`src/rtl/pmc_dump_controller.sv`:
```
`default_nettype none
// ============================================================================
// Module   : pmc_dump_controller
// Purpose  : Snapshots the four PMC counters and streams them as 32-bit words
//            over a valid/ready write port, with an optional PMC clear.
// Revision : 1.0 - initial release
// ============================================================================
module pmc_dump_controller #(
    parameter int               CNT_W     = 256,
    parameter int               WORD_W    = 32,
    parameter logic [WORD_W-1:0] BASE_ADDR = 32'h0000_0400
) (
    input  logic              clk,
    input  logic              reset,
    input  logic              dump_req,
    input  logic              clear_after,
    input  logic [CNT_W-1:0]  stall_count,
    input  logic [CNT_W-1:0]  cycles_per_instruction_q78,
    input  logic [CNT_W-1:0]  arith_count,
    input  logic [CNT_W-1:0]  mem_access_count,
    input  logic              wr_ready,
    output logic              wr_valid,
    output logic [WORD_W-1:0] wr_addr,
    output logic [WORD_W-1:0] wr_data,
    output logic              pmc_clr,
    output logic              busy,
    output logic              done
);

    localparam int c_WORDS_PER_CNT = CNT_W / WORD_W;
    localparam int c_NUM_WORDS     = 4 * c_WORDS_PER_CNT;
    localparam int c_IDX_W         = $clog2(c_NUM_WORDS);
    localparam logic [c_IDX_W-1:0] c_LAST_IDX  = c_IDX_W'(c_NUM_WORDS - 1);
    localparam logic [WORD_W-1:0]  c_ADDR_STEP = WORD_W'(WORD_W / 8);

    typedef enum logic [1:0] {
        ST_IDLE  = 2'd0,
        ST_SEND  = 2'd1,
        ST_CLEAR = 2'd2,
        ST_DONE  = 2'd3
    } state_t;

    state_t               r_state;
    logic [c_IDX_W-1:0]   r_idx;
    logic                 r_clr_pending;
    logic [4*CNT_W-1:0]   r_snapshot;
    logic [c_IDX_W-1:0]   w_next_idx;

    assign w_next_idx = r_idx + c_IDX_W'(1);

    // Address and data are registered and preloaded one word ahead, so they
    // hold stable under backpressure and never depend on wr_ready.
    always_ff @(posedge clk) begin
        if (reset) begin
            r_state       <= ST_IDLE;
            r_idx         <= '0;
            r_clr_pending <= 1'b0;
            r_snapshot    <= '0;
            wr_valid      <= 1'b0;
            wr_addr       <= '0;
            wr_data       <= '0;
            pmc_clr       <= 1'b0;
            busy          <= 1'b0;
            done          <= 1'b0;
        end else begin
            pmc_clr <= 1'b0;
            done    <= 1'b0;
            case (r_state)
                ST_IDLE: begin
                    if (dump_req) begin
                        r_snapshot    <= {mem_access_count, arith_count,
                                          cycles_per_instruction_q78, stall_count};
                        r_idx         <= '0;
                        r_clr_pending <= clear_after;
                        wr_valid      <= 1'b1;
                        wr_addr       <= BASE_ADDR;
                        wr_data       <= stall_count[WORD_W-1:0];
                        busy          <= 1'b1;
                        r_state       <= ST_SEND;
                    end
                end
                ST_SEND: begin
                    if (wr_ready) begin
                        if (r_idx == c_LAST_IDX) begin
                            wr_valid <= 1'b0;
                            wr_addr  <= '0;
                            wr_data  <= '0;
                            if (r_clr_pending) begin
                                pmc_clr <= 1'b1;
                                r_state <= ST_CLEAR;
                            end else begin
                                done    <= 1'b1;
                                r_state <= ST_DONE;
                            end
                        end else begin
                            r_idx   <= w_next_idx;
                            wr_addr <= wr_addr + c_ADDR_STEP;
                            wr_data <= r_snapshot[w_next_idx*WORD_W +: WORD_W];
                        end
                    end
                end
                ST_CLEAR: begin
                    done    <= 1'b1;
                    r_state <= ST_DONE;
                end
                ST_DONE: begin
                    busy    <= 1'b0;
                    r_state <= ST_IDLE;
                end
                default: r_state <= ST_IDLE;
            endcase
        end
    end

endmodule
`default_nettype wire

```
`config.mk`:
```
export PLATFORM = sky130hd
export DESIGN_NAME = pmc_dump_controller
export DESIGN_NICKNAME = d
export VERILOG_FILES = /design/src/rtl/pmc_dump_controller.sv
export SDC_FILE = /design/constraint.sdc
export NUM_CORES = 2
export LEC_CHECK = 0
export CAP_MARGIN = 15
export CORE_AREA = 10 10 415 417
export DETAILED_ROUTE_END_ITERATION = 8
export DIE_AREA = 0 0 425 427
export SLEW_MARGIN = 10
export SYNTH_ARGS = -nofsm -noshare
export SYNTH_HDL_FRONTEND = slang
export SYNTH_SLANG_ARGS = --single-unit
```
`constraint.sdc`:
```
create_clock -name clk -period 5.1 [get_ports clk]
set_input_delay 1.02 -clock clk [delete_from_list [all_inputs] [get_ports clk]]
set_output_delay 1.02 -clock clk [all_outputs]
set_load 0.02 [all_outputs]
```
==> flow_metrics.py <==
metrics = {
    "status": {
        "outcome": "finished clean",
    },
    "global_route": {
        "use_met2": 0.4299,
        "track_usage": 0.2600,
        "grt_pass1_vias": 46324,
        "grt_max_degree": 220,
        "grtUsageMet3": 0.05585,
        "grt_pass1_wl_microns": 343100,
        "overflow": 0,
        "top_usage_layer": "met2",
        "grt_use_met1": 0.3073,
        "antenna_found_initial": 87,
    },
    "logic_synthesis": {
        "syn-cell-area_sq_mm": 0.04770,
        "yosysSeqAreaShare": 0.4608,
        "synth_seq_cells": 1098,
        "yosys-top-cells-count": "2287 x nand2_1, 1098 x dfxtp_1, 1097 x a21oi_1",
        "syn_inst": 6004,
        "synth-async-reset-ratio": 0,
        "yosysWarnings": 0,
        "synthFlopType": "dfxtp_1",
        "synth_cell_types": 55,
        "synth_area_leaders": "dfxtp_1 46%, nand2_1 18%, a21oi_1 12%, mux4_2 6.2%, mux2i_1 3.4%",
        "syn_area_per_cell_sq_um": 7.945,
        "synth-edff-count": 0,
        "synth.most_common_cell": "nand2_1",
        "synth_top_area_share": 0.4608,
        "yosysTopAreaCell": "dfxtp_1",
    },
    "die": {
        "rows": 149,
        "fp.dieW_microns": 425,
        "die-area_sq_mm": 0.1815,
        "io_pins": 1097,
        "core-area_sq_mm": 0.1641,
        "start_util": 0.2908,
        "die_h_microns": 427,
    },
    "routing": {
        "drc": 0,
        "routedWlPerCell_microns": 27.38,
        "drt_wl_total_microns": 250300,
        "vias_per_cell": 5.236,
        "drt-pass1-iter-count": 6,
        "dr_total_vias": 47868,
        "first_iter_violations": 4953,
        "ant_nets": 0,
    },
    "job": {
        "cap_violations": 0,
    },
    "power": {
        "powerDensity_mw_per_mm2": 497.2,
        "ir_drop_uv": 363.1,
        "finalPower_w": 0.03238,
        "p_leak_nw": 22.55,
    },
    "finish": {
        "area_growth_pct": 36.52,
        "stdcell_count": 9142,
        "nets": 7849,
        "drive_above_1_share": 0.06819,
    },
    "clocking": {
        "clk_pin_slew_ns": 0.06,
        "cts_buffer_depth": 3,
        "cts_resized": 0,
        "root_buffer": "clkbuf_16",
        "htree_num_levels": 4,
        "postCtsHoldBufs": 0,
        "cts_inserted_buffers": 130,
        "cts_tree": "built",
        "post-cts-setup-buffer-count": 0,
        "insertion_delay_ns": 0.77,
        "cts.sinks": 1098,
    },
    "setup_path": {
        "cp_max_fo": 35,
        "cp_slowest_cell": "ha_4",
        "critPathRequiredTime_ns": 5.71,
        "crit_cells": 8,
        "path_buf_inv": 2,
        "slowest_delay_ns": 0.84,
        "critical_path_class": "reg -> reg",
        "path_cells": "ha_4, buf_4, buf_4, mux4_2, nand2_1, a21oi_1, a31oi_1, a211oi_1",
        "rr_worst_depth": 8,
        "cp.arrival_ns": 4.53,
        "crit_top_cell": "buf_4",
        "path_delay_family": "compound AO/OA/AOI/OAI gates",
        "cp-start-kind": "flip-flop",
        "cp-end-kind": "flip-flop",
    },
    "timing": {
        "hold_violations": 0,
        "fin_crit_sh": 0.7686,
        "max_slew_margin": 0.2102,
        "rsz0062_at_grt": "false",
        "tns_ns": 0,
        "period_minus_slack_ns": 3.920,
        "clock.fmax_ghz": 0.2551,
        "fin_skew_ns": 0.02946,
        "maxSlewViolCount": 0,
        "setup_viol": 0,
        "tightest_slew_ns": 1.185,
    },
    "min_path": {
        "hold_depth": 2,
        "holdCritPathClass": "reg -> reg",
    },
    "placed_design": {
        "io_buffers": 1094,
        "routabilityCongestion": 0.8977,
        "dp_hpwl_microns": 192900,
        "dpl.cell_count": 8868,
    },
}
==> layout by cell type, fill, tap and decap left out, types with 32 or more instances in the layout <==
master,n
nand2_1,2284
a21oi_1,1097
dfxtp_1,1097
clkdlybuf4s50_1,1093
mux2i_1,161
mux4_2,131
clkbuf_16,131
a31oi_1,93
buf_4,84
nand3_1,78
a211oi_1,64
nor2b_1,63
a2111oi_0,61
diode_2,46
nor2_1,34
a221oi_1,33
and3_1,32
a21o_1,32
==> cells by family (layout without fill, tap and decap cells) <==
group,Yosys count,after routing,share of synthesized area
flops,1098,1098,0.4608
mux,293,293,0.09595
buf+inv,541,1443,0.04548
simple gates,2544,2544,0.2110
fa+ha+maj,8,8,0.002098
compound gates,1496,1496,0.1800
other cells,1,48,0.00007861
xor+xnor,23,23,0.004538
==> through the flow <==
step                      hold WS (ns)  utilization  area, sq um  worst slack, ns
after detailed placement        0.4405       0.3693        60580            1.099
final                           0.4480       0.3970        65120            1.180
after global placement          0.4385       0.3693        60580            1.080
after CTS                       0.4501       0.3962        64990            1.102
after floorplan                 0.4318            -        47710            2.539
after global routing            0.4669       0.3969        65110            1.047
==> area by class of cell <==
class,count,area (sq um)
repair buffers,1207,12160
well taps,2189,2739
diodes,46,115.1
multi-input cells,4366,23680
clock buffers,178,3685
fillers,16832,98930
inverters,9,33.78
clock inverters,49,725.7
flip-flops and latches,1098,21980
==> worst reg2reg max path, cell delays in order, from the launching register on <==
cell      delay [ns]
dfxtp_4         0.36
ha_4            0.84
buf_4           0.44
buf_4           0.29
mux4_2          0.54
nand2_1         0.13
a21oi_1         0.22
a31oi_1         0.79
a211oi_1        0.17
==> where the power goes <==
part           switching, W  internal (W)  total, W
combinational       0.00746       0.00394    0.0114
clock               0.00404       0.00568   0.00972
sequential          0.00106        0.0102    0.0113
total                0.0126        0.0198    0.0324
==> registers in the layout, indices dropped and copies added (netlist names) <==
register and cells:
wr_addr 30, r_idx 5, busy 1, r_snapshot 1024
pmc_clr 1, r_clr_pending 1, done 1, wr_valid 1
r_state 2, wr_data 32
==> per-layer routing <==
layer | wire (microns) | vias up
li1 | - | 22144
met1 | 97090 | 23202
met2 | 119700 | 1999
met3 | 16500 | 499
met4 | 16790 | 24
met5 | 166 | -
==> final timing paths <==
path | start | endpoint | slack [ns]
max | r_idx[0] | wr_data[12] | 1.18
min | r_snapshot[680] | r_snapshot[680] | 0.45
max reg2reg | r_idx[0] | wr_data[12] | 1.18
min reg2reg | r_snapshot[680] | r_snapshot[680] | 0.45
Power figures use the tool's default switching activity.
